==> src/rtl/rr_req_arbiter.sv <==
// rtl/rr_req_arbiter.sv - round-robin merger of NUM_SRC request channels into one registered ready/valid stage
// The winning source is reported on m_src so responses can be routed back.
module rr_req_arbiter #(
  parameter int NUM_SRC    = 4,
  parameter int ID_WIDTH   = 3,
  parameter int ADDR_WIDTH = 32,
  parameter int DATA_WIDTH = 32,
  localparam int SRC_W     = $clog2(NUM_SRC)
) (
  input  logic                           clk,
  input  logic                           rstn,
  input  logic [NUM_SRC-1:0]             s_valid,
  output logic [NUM_SRC-1:0]             s_ready,
  input  logic [NUM_SRC*ID_WIDTH-1:0]    s_id,
  input  logic [NUM_SRC*ADDR_WIDTH-1:0]  s_addr,
  input  logic [NUM_SRC*DATA_WIDTH-1:0]  s_data,
  output logic                           m_valid,
  input  logic                           m_ready,
  output logic [ID_WIDTH-1:0]            m_id,
  output logic [ADDR_WIDTH-1:0]          m_addr,
  output logic [DATA_WIDTH-1:0]          m_data,
  output logic [SRC_W-1:0]               m_src
);

  logic                  m_valid_q, m_valid_d;
  logic [ID_WIDTH-1:0]   m_id_q, m_id_d;
  logic [ADDR_WIDTH-1:0] m_addr_q, m_addr_d;
  logic [DATA_WIDTH-1:0] m_data_q, m_data_d;
  logic [SRC_W-1:0]      m_src_q, m_src_d;
  logic [SRC_W-1:0]      last_grant_q, last_grant_d;

  logic                  load;
  logic                  found;
  logic [SRC_W-1:0]      win;
  logic [SRC_W-1:0]      cand;
  logic [ID_WIDTH-1:0]   sel_id;
  logic [ADDR_WIDTH-1:0] sel_addr;
  logic [DATA_WIDTH-1:0] sel_data;

  // Search starts just past the last winner and wraps, so the pointer only advances on a grant.
  always_comb begin
    load  = !m_valid_q || m_ready;
    found = 1'b0;
    win   = '0;
    cand  = '0;
    for (int k = 1; k <= NUM_SRC; k++) begin
      cand = SRC_W'((int'(last_grant_q) + k) % NUM_SRC);
      if (!found && s_valid[cand]) begin
        found = 1'b1;
        win   = cand;
      end
    end
  end

  always_comb begin
    sel_id   = '0;
    sel_addr = '0;
    sel_data = '0;
    for (int i = 0; i < NUM_SRC; i++) begin
      if (win == SRC_W'(i)) begin
        sel_id   = s_id[i*ID_WIDTH +: ID_WIDTH];
        sel_addr = s_addr[i*ADDR_WIDTH +: ADDR_WIDTH];
        sel_data = s_data[i*DATA_WIDTH +: DATA_WIDTH];
      end
    end
  end

  always_comb begin
    s_ready      = '0;
    m_valid_d    = m_valid_q;
    m_id_d       = m_id_q;
    m_addr_d     = m_addr_q;
    m_data_d     = m_data_q;
    m_src_d      = m_src_q;
    last_grant_d = last_grant_q;
    if (load) begin
      if (found) begin
        s_ready[win] = 1'b1;
        m_valid_d    = 1'b1;
        m_id_d       = sel_id;
        m_addr_d     = sel_addr;
        m_data_d     = sel_data;
        m_src_d      = win;
        last_grant_d = win;
      end else begin
        m_valid_d = 1'b0;
      end
    end
  end

  always_ff @(posedge clk) begin
    if (!rstn) begin
      m_valid_q    <= 1'b0;
      m_id_q       <= '0;
      m_addr_q     <= '0;
      m_data_q     <= '0;
      m_src_q      <= '0;
      last_grant_q <= SRC_W'(NUM_SRC - 1);
    end else begin
      m_valid_q    <= m_valid_d;
      m_id_q       <= m_id_d;
      m_addr_q     <= m_addr_d;
      m_data_q     <= m_data_d;
      m_src_q      <= m_src_d;
      last_grant_q <= last_grant_d;
    end
  end

  assign m_valid = m_valid_q;
  assign m_id    = m_id_q;
  assign m_addr  = m_addr_q;
  assign m_data  = m_data_q;
  assign m_src   = m_src_q;

endmodule

==> config.mk <==
export PLATFORM = sky130hd
export DESIGN_NAME = rr_req_arbiter
export DESIGN_NICKNAME = d
export VERILOG_FILES = /design/src/rtl/rr_req_arbiter.sv
export SDC_FILE = /design/constraint.sdc
export NUM_CORES = 1
export LEC_CHECK = 0
export CORE_ASPECT_RATIO = 0.8
export CORE_MARGIN = 5
export CORE_UTILIZATION = 30
export DETAILED_ROUTE_END_ITERATION = 7
export GPL_TIMING_DRIVEN = 0
export PLACE_DENSITY = 0.77
export SKIP_LAST_GASP = 1
export SLEW_MARGIN = 25
export SYNTH_ARGS = -nofsm -noshare
export SYNTH_HDL_FRONTEND = slang
export SYNTH_SLANG_ARGS = --single-unit
==> constraint.sdc <==
create_clock -name clk -period 4 [get_ports clk]
set_input_delay 1.2 -clock clk [delete_from_list [all_inputs] [get_ports clk]]
set_output_delay 1.2 -clock clk [all_outputs]
set_load 0.05 [all_outputs]
**Word-level counts from Yosys, hierarchy flattened**

Index checks and enable logic that the tools add are counted.

- $add $sub $neg: 4
- Magnitude comparators: 6
- Equality and inequality tests: 3
- Mux-type cells: 33
- Reduce and logical (&&, ||, !) cells: 11

Operator list:

| operator | number |
|---|---|
| 2-to-1 mux 32 bit | 8 |
| less-than comparator 2 x 3 -> 1 bit, second input constant | 5 |
| 2-to-1 mux 3 bit | 4 |
| 2-to-1 mux 1 bit | 10 |
| binary-select mux 1 bit (select 2 bit) | 4 |
| 2-to-1 mux 2 bit | 4 |
| 2-to-1 mux 4 bit | 2 |
| adder 2 x 1 -> 2 bit, second input constant | 2 |
| adder 2 bit, second input constant | 2 |
| == test 2 bit, second input constant | 2 |
| logical AND 1 bit | 4 |
| logical NOT 1 bit | 4 |
| demux 1 bit (select 2 bit) | 1 |
| == test 2 x 1 -> 1 bit, second input constant | 1 |
| >= comparator 2 x 1 -> 1 bit, second input constant | 1 |
| logical NOT 2 bit | 1 |
| AND reduction 2 bit | 1 |
| logical OR 1 bit | 1 |

- Register bits: 72
- Bits of input ports: 275

**Longest topological paths before layout**

- Depth after elaboration: 19
- Depth in mapped cells: 8
- Mapped depth without buffers: 5

**Worst setup path before layout**

OpenSTA, ideal clock, no wires.

- Path type: input-to-output
- Start: in s_valid[3]
- End: out s_ready[0]
- Arrival time: 3045 ps
- Required time: 2800 ps
- Path slack: -245 ps
- Stages: 6
- Buffers on the path: 2
- Path through: and3b_1 or2_1 clkbuf_1 buf_2 nor2_2 nor3_1

- Cells in the longest elaborated chain, start to end: 18

RTL lines:

| item | RTL line | RTL |
|---|---|---|
| start, declared | 12 | `input logic [NUM_SRC-1:0] s_valid,` |
| binary-select mux 1 bit (select 2 bit) | 48 | `if (!found && s_valid[cand]) begin` |
| 2-to-1 mux 1 bit (implied by the code) | 48 |  |
| 2-to-1 mux 1 bit | 48 |  |
| logical NOT 1 bit | 48 |  |
| logical AND 1 bit | 48 |  |
| 2-to-1 mux 1 bit | 48 |  |
| logical NOT 1 bit | 48 |  |
| logical AND 1 bit | 48 |  |
| (+2 left out) | - |  |
| logical AND 1 bit | 48 |  |
| 2-to-1 mux 2 bit | 48 |  |
| less-than comparator 2 x 3 -> 1 bit (implied by the code) / >= comparator 2 x 1 -> 1 bit (equally long branches) | 78 | `s_ready[win] = 1'b1;` |
| logical AND 1 bit (implied by the code) | 78 |  |
| 2-to-1 mux 1 bit (implied by the code) | 78 |  |
| demux 1 bit (select 2 bit) | 78 |  |
| 2-to-1 mux 4 bit (*) | 77 | `if (found) begin` |
| 2-to-1 mux 4 bit (*) | 76 | `if (load) begin` |
| end, declared | 13 | `output logic [NUM_SRC-1:0] s_ready,` |

Mark *: on every way between the ends. The rest lies on a longest branch, timed or not. The select of a mux whose other input is x is not followed.

**Worst setup path in the final report**

- Start: in s_valid[3]
- End: out s_ready[3]

Same word-level chain as after synthesis.

==> out/metrics.yaml <==
synth_edf_count: 0
cts_buffer_depth: 2
fin_cells: 1330
vias: 7554
yosys.area.top_type: "dfxtp_1"
start_util: 0.306
syn-cell-area_sq_um: 5300
peakVddDrop_mv: 0.202
setup_viol: 0
power_mw: 3.30
worstSetupEndpoint: "s_ready[3]"
finalCritPeriodShare: 0.981
antenna_cells: 0
p_per_area_nw_per_um2: 351
avgSynthCellArea_sq_um: 7.14
whs_ns: 0.456
die_y_um: 129
yosysSeqAreaShare: 0.272
vias_per_cell: 5.68
critPathKind: "input pin to output port"
path_delay_family: "simple AND/OR/NAND/NOR gates"
cp.arrival_ns: 2.73
grt_pass1_vias: 7334
fp.dieW_um: 159
critPathRequiredTime_ns: 2.80
final_antenna_net_count: 0
clk_pin_slew_worst_paths_ns: 0.06
worstRegToRegCells: 7
grt_pass1_wl_um: 41200
routed_wl_um: 28200
crit_cells: 7
grt_max_degree: 18
grt_usage: 0.258
layout-drive-gt1-share: 0.0543
clk-insertion-delay-late_ns: 0.34
path_cells: "dlygate4sd2_1, or4_4, and2_1, buf_4, nand2_4, nor2_2, buf_6"
areaGrowthSynthToFinish_pct: 77.2
yosysWarnings: 0
r2r-end: "m_addr[16]"
die_area_sq_um: 20400
dpl.hpwl_um: 21300
cts_tree: "yes"
critPathBufInv: 3
dp_cells: 1314
port_buffers: 347
clockRootBuffer: "clkbuf_16"
cp_max_fo: 8
drv_slew: 0
r2r_setup_slack_ns: 1.46
startpoint: "s_valid[3]"
timing.rr.start: "last_grant_q[1]"
io_pins: 349
h-tree-depth: 3
clock-sinks: 72
yosysTopAreaCellShare: 0.272
drt_first_pass_iters: 5
cap_violations: 0
synth_nets: 1017
antenna_found_initial: 0
grt_overflow: 0
fin_setup_tns_ns: 0
rsz0062_at_grt: "no"
std_cell_rows: 43
nets: 1377
status: "completed"
postSynthCellCount: 742
synthFlopType: "dfxtp_1"
hold_buffers: 0
relSlewSlack: 0.599
drc_errors: 0
synth_area_leaders: "dfxtp_1 27%, o21ai_0 13%, a32oi_1 11%, o21a_1 9.5%, a22oi_1 9.3%"
n_fill_cell: 1682
hold_violations: 0
max_freq_mhz: 255
synth-async-reset-ratio: 0
hold_path_class: "flop to flop"
routabilityCongestion: 0.917
slowest_stage: "or4_4"
fin_crit_ns: 3.93
synthTopCellsByCount: "133 x o21ai_0, 72 x dfxtp_1, 70 x a21oi_1, 69 x nand2_1, 69 x nand3_1"
startpoint_type: "input pin"
p_leak_nw: 3.22
end_kind: "output port"
cts_inserted_buffers: 9
drt_iter0_drc: 547
ys_types: 34
wl_per_cell_um: 21.2
yosysMostFrequentCell: "o21ai_0"
finClkSkew_ns: 0.00538
critical_path.max_stage_delay_ns: 0.59
coreArea_sq_um: 17300
worst_pin_slew_ns: 0.601
ys_ff_latch: 72
-- flip-flops by register name, indices dropped and copies added, names as in the netlist --
signal and cells:
m_addr 32, m_id 3, m_valid 1, last_grant_q 2
m_src 2, m_data 32
-- cell type report --
class                      count  area, sq um  share of cell area
multi-input combinational    571         3450               0.367
tap                          225          282              0.0300
inverter                       3         11.3             0.00120
clock buffer                  14          274              0.0292
buffer                        94          438              0.0466
timing repair buffer         351         3500               0.372
sequential                    72         1440               0.153
-- metrics by stage --
stage / utilization / cell area [sq um] / setup slack, ns
global placement: 0.523 / 9060 / -1.60
global route: 0.542 / 9390 / 0.0247
CTS: 0.542 / 9390 / 0.0887
detailed placement: 0.523 / 9060 / -1.63
finish: 0.542 / 9390 / 0.0741
floorplan: - / 5310 / -0.245
-- timing repair --
item | 4_1_cts | 5_1_grt
gates resized for setup | 42 | 1
endpoints found under the hold margin | 0 | 0
buffers inserted | 4 | 0
setup endpoints to repair | 4 | 1
cloned | 0 | 0
pin swaps | 4 | 0
-- report_power, final --
| part | internal, mW | total (mW) | switching (mW) | leakage (nW) |
|---|---|---|---|---|
| logic | 0.673 | 1.62 | 0.949 | 2.50 |
| registers | 0.809 | 0.881 | 0.0712 | 0.594 |
| clock network | 0.466 | 0.799 | 0.333 | 0.135 |
-- logic make-up (layout without fill, tap and decap cells) --
group / count (synthesis) / in the layout / share of synthesized area
flip-flops: 72 / 72 / 0.272
AND/OR/NAND/NOR: 157 / 157 / 0.136
buffers and inverters: 99 / 462 / 0.0845
AO/OA/AOI/OAI: 411 / 411 / 0.502
multiplexers: 3 / 3 / 0.00567
-- worst register-to-register path: cells and delay by family (launching register included) --
kind,cells,cell delay (ns)
AO/OA/AOI/OAI,3,0.58
flip-flops,1,0.36
buffers and inverters,2,0.89
AND/OR/NAND/NOR,2,0.66
-- worst min-delay path by stage --
stage | start | to | cells after the start | slack [ns]
floorplan | last_grant_q[0] | last_grant_q[0] | 2 | 0.48
global placement | m_src[1] | m_src[1] | 2 | 0.45
detailed placement | m_src[1] | m_src[1] | 2 | 0.45
CTS | m_src[1] | m_src[1] | 2 | 0.46
global route | m_src[1] | m_src[1] | 2 | 0.47
finish | m_src[1] | m_src[1] | 2 | 0.46
-- cells in the final DEF, fill, tap and decap left out, types with 3 or more instances in the layout --
master | netlist | routed
clkdlybuf4s50_1 | 0 | 339
o21ai_0 | 133 | 133
dfxtp_1 | 72 | 72
nand3_1 | 69 | 69
a21oi_1 | 70 | 69
clkbuf_1 | 68 | 68
nand2_1 | 69 | 68
o21a_1 | 67 | 67
a32oi_1 | 66 | 66
a22oi_1 | 66 | 66
buf_4 | 14 | 21
buf_2 | 12 | 10
clkbuf_16 | 0 | 9
buf_6 | 1 | 4
dlygate4sd2_1 | 0 | 4
nand2b_1 | 3 | 3
inv_1 | 3 | 3
mux2i_1 | 3 | 3
clkbuf_8 | 0 | 3
-- layer usage --
layer / track usage / share of wire / up-vias
met5: 0 / 0 / -
met4: 0.0757 / 0.026 / 0
met3: 0.0733 / 0.10 / 47
met2: 0.427 / 0.47 / 403
met1: 0.328 / 0.40 / 3542
li1: - / - / 3562
Note: power is estimated with default switching activity, not from simulation.
==> variant 1 (same flow settings) <==
The parameter `DATA_WIDTH` goes from 32 to 16.
--- a/src/rtl/rr_req_arbiter.sv
+++ b/src/rtl/rr_req_arbiter.sv
@@ -5,5 +5,5 @@
   parameter int ID_WIDTH   = 3,
   parameter int ADDR_WIDTH = 32,
-  parameter int DATA_WIDTH = 32,
+  parameter int DATA_WIDTH = 16,
   localparam int SRC_W     = $clog2(NUM_SRC)
 ) (
Ports: changed (resized m_data and s_data); port bits go from 349 to 269. The function was not compared with the original's and may differ.
==> variant 1 against the unedited design <==
  * Cell area shrank 25%
  * Power is 29% lower
  * Setup slack better by 0.025 ns
  * Routed wire length is 42% lower
  * Via count shrank 39%
  * Synthesized area down 26%
  * Register-to-register slack improved by 0.38 ns
  * Cell count fell by 32%
  * Sequential cell count is 16 lower
  * Sequential power decreased by 22%
  * Fmax grew 0.64%
==> variant 1: results (changes against the unedited design) <==
stage	metric	value	unit	change
placement	gp_congestion	0.8606		-6.2%
cells_and_area	nets	940		-32%
setup_path	cp_data_arrival_time	2.70	ns	-0.03 ns
grt	grt_first_pass_wirelength	24.83	mm	-40%
status	status	completed		
clock_network	clk_latency	0.29	ns	-0.05 ns
power_and_ir_drop	leakage	0.002797	uW	-13%
power_and_ir_drop	ir_drop	173.1	uV	-14%
setup_path	startpoint	m_ready		
yosys	synth_compound_area_frac	0.3629		-0.1394
placement	place_hpwl	12.95	mm	-39%
yosys	syn_nets	660		-35%
yosys	synth_cell_types	36		+5.9%
die	start_util	0.3054		-0.0005411
cells_and_area	final_layout_size_suffix_gt1_frac	0.1331		+0.07876
placement	port_buffers	268		-23%
clock_network	htree_levels	2		-1
route	drtIter0Drc	224		-59%
clock_network	cts_buffers	5		-4
grt	grt_pass1_vias	4826		-34%
worst_hold_path	hp-start	m_addr[7]$_SDFFE_PN0P_		
yosys	ys_top_cells_by_count	dfxtp_1 (56), nand2_1 (54), o21ai_0 (54)		
setup_path	crit_fanout	5		-3
sta	fin_skew	0.003382	ns	-0.001998 ns
route	wirelength	16.32	mm	-42%
yosys	yosysSeqAreaShare	0.2863		+0.01431
route	num_vias	4610		-39%
grt	grt_max_degree	16		-2
sta	slew_headroom	0.4939		-0.1052
variant 1: layout make-up:
type	count	area, um^2
repair buffers	274	2714
clock buffers	7	152.6
flip-flops and latches	56	1121
well taps	175	219.0
inverters	4	15.01
fillers	1171	5821
multi-input cells	345	2512
plain buffers	43	269.0
variant 1: through the flow:
step	instances	worst slack, ns	cell area, um^2
floorplan	449	0.1618	3916
global placement	892	-1.044	6818
detailed placement	892	-1.067	6818
CTS	903	-0.03477	6993
global route	904	0.05777	7003
finish	904	0.09895	7003
variant 1: per-layer routing:
metal / global-route usage / up-vias / wire length [um]
met5: 0 / - / 0
met4: 0.06188 / 0 / 363
met3: 0.04301 / 28 / 1414
met2: 0.3436 / 217 / 7792
met1: 0.2510 / 2155 / 6751
li1: - / 2210 / -
variant 1: worst paths after layout:
| path | endpoint | slack [ns] |
|---|---|---|
| max reg2reg | m_addr[6]$_SDFFE_PN0P_ | 1.84 |
| min | m_addr[7]$_SDFFE_PN0P_ | 0.48 |
| max | s_ready[3] | 0.1 |
| min reg2reg | m_addr[7]$_SDFFE_PN0P_ | 0.48 |
variant 1: power breakdown:
| part | internal (uW) | leakage, uW | switching (uW) |
|---|---|---|---|
| sequential | 642 | 0.000464 | 48.6 |
| clock | 264 | 0.0000760 | 203 |
| combinational | 526 | 0.00226 | 666 |
| total | 1430 | 0.00280 | 917 |
variant 1: worst reg2reg max path: cells and delay by family, from the launching register on:
| family | cells | cell delay (ns) |
|---|---|---|
| AO/OA/AOI/OAI | 4 | 1.08 |
| buffers and inverters | 2 | 0.52 |
| flip-flops | 1 | 0.31 |
| multiplexers | 1 | 0.17 |
variant 1: timing repair:
item,in CTS,in global routing
setup buffers,4,2
endpoints found under the setup margin,4,4
pin swaps,1,0
hold endpoints to repair,0,0
resized for setup,31,4
variant 1: cells by family (layout without fill, tap and decap cells):
kind of cell,count (synthesis),in the layout
DFF,56,56
AOI/OAI and AO/OA,170,170
muxes,52,52
and+or+nand+nor,123,123
buffers and inverters,48,328
==> variant 2 (same settings) <==
Made on the original files. Make the reset (`rstn`) asynchronous in one clocked block.
--- a/src/rtl/rr_req_arbiter.sv
+++ b/src/rtl/rr_req_arbiter.sv
@@ -89,5 +89,5 @@
   end
 
-  always_ff @(posedge clk) begin
+  always_ff @(posedge clk or negedge rstn) begin
     if (!rstn) begin
       m_valid_q    <= 1'b0;
Behaviour: not the same (a bounded check fails within 4 cycles, from zero or initial values and one cycle with rstn low; the reset may be asserted at any time).
==> variant 2 against the unedited design <==
  * Via count fell by 31%
  * Clock skew rose by 0.0035 ns
  * Synthesized area fell by 14%
  * Routed wire length fell by 30%
  * Synthesized cell count fell by 35%
  * Cell count fell by 22%
  * Sequential power rose by 18%
  * Core utilization rose by 3.2 points
  * Combinational power rose by 43%
  * Sequential cell count did not move
  * Setup slack improved by 0.052 ns
  * Critical path depth fell by 1
  * Power rose by 26%
  * Cell area fell by 8.2%
  * Critical endpoint is now s_ready[2]
==> variant 2: results (changes against the unedited design) <==
stage	metric	value	unit	change
placement	dp.cells	1022		-22%
yosys	postSynthCellCount	484		-35%
sta	holdWs	0.4873	ns	+0.03087 ns
cells_and_area	clock_area_frac	0.03382		+0.004649
route	dr.pass1.iters	4		-1
cells_and_area	multi_input_area	2482	um^2	-28%
yosys	ys_top_cells_by_count	nand2_1 (142), dfrtp_1 (70), mux2i_1 (68), a32oi_1 (67), o21a_1 (67)		
sta	max_freq	0.2582	GHz	+1.4%
die	die_area	17850	um^2	-13%
placement	post_dp_cell_area	8324	um^2	-8.1%
power_and_ir_drop	pg_comb	2320	uW	+43%
setup_path	crit_end	s_ready[2]		
placement	dp_slack	-1.060	ns	+0.5683 ns
setup_path	cp_data_arrival_time	2.67	ns	-0.06 ns
yosys	synth_cell_types	28		-18%
route	avgRoutedWirePerCell	19.10	um	-9.9%
cells_and_area	final_util	0.5741		+0.03190
grt	grt_max_degree	46		+28
placement	place_hpwl	16.09	mm	-24%
placement	gp_congestion	0.8088		-12%
setup_path	worstReg2RegEnd	m_addr[23]$_DFFE_PN0P_		
setup_path	r2r_slack	1.63	ns	+0.17 ns
grt	grt_pass1_vias	5431		-26%
cells_and_area	num-nonclk-inverters	1		-2
yosys	async_flop_share	1.000		+1.000
route	vias_per_cell	4.992		-12%
placement	port_buffers	348		+0.29%
yosys	yosysSeqAreaShare	0.3940		+0.1220
power_and_ir_drop	netSwitchingFraction	0.4265		+0.01658
sta	worst_pin_slew	0.5664	ns	-0.03498 ns
setup_path	startpoint	s_valid[2]		
grt	grt_first_pass_wirelength	29.90	mm	-27%
cells_and_area	final_layout_size_suffix_gt1_frac	0.07774		+0.02344
setup_path	crit_fanout	19		+11
cells_and_area	seq_area	1804	um^2	+25%
worst_hold_path	hold_end	m_addr[9]$_DFFE_PN0P_		
status	status	completed		
setup_path	critPathSlowestCell	clkdlybuf4s50_1		
cells_and_area	nFillCells	1382		-18%
worst_hold_path	hold_depth	1		-1
setup_path	r2r-start	last_grant_q[1]$_DFFE_PN1P_		
route	num_vias	5182		-31%
power_and_ir_drop	combPwrFrac	0.558		+0.067
sta	fin_skew	0.008861	ns	+0.003481 ns
cells_and_area	multi_input_cells	367		-36%
yosys	syn_nets	759		-25%
cells_and_area	buffer_area_frac	0.4410		+0.02218
[variant 2: cell count changes after synthesis, sizes merged, moves of 66 or more]
cell / change
nand3: -69
a22oi: -66
dfrtp: +70
dfxtp: -72
a21oi: -68
nand2: +72
o21ai: -136
[variant 2: cell families after synthesis]
kind of cell           synth area share
AOI/OAI and AO/OA                0.2552
DFF                              0.3940
and+or+nand+nor                  0.1355
buffers and inverters           0.06666
muxes                            0.1486
[variant 2: routing by layer]
| metal | GRT usage | part of all wire |
|---|---|---|
| met2 | 0.3770 | 0.49 |
| met1 | 0.2548 | 0.42 |
| met3 | 0.06257 | 0.078 |
| met5 | 0 | 0 |
| met4 | 0.04155 | 0.012 |
[variant 2: repair_timing]
| item | CTS | global route |
|---|---|---|
| gates resized for setup | 33 | 2 |
| pin swaps | 0 | 1 |
| setup endpoints to repair | 4 | 4 |
| setup buffers | 1 | 0 |
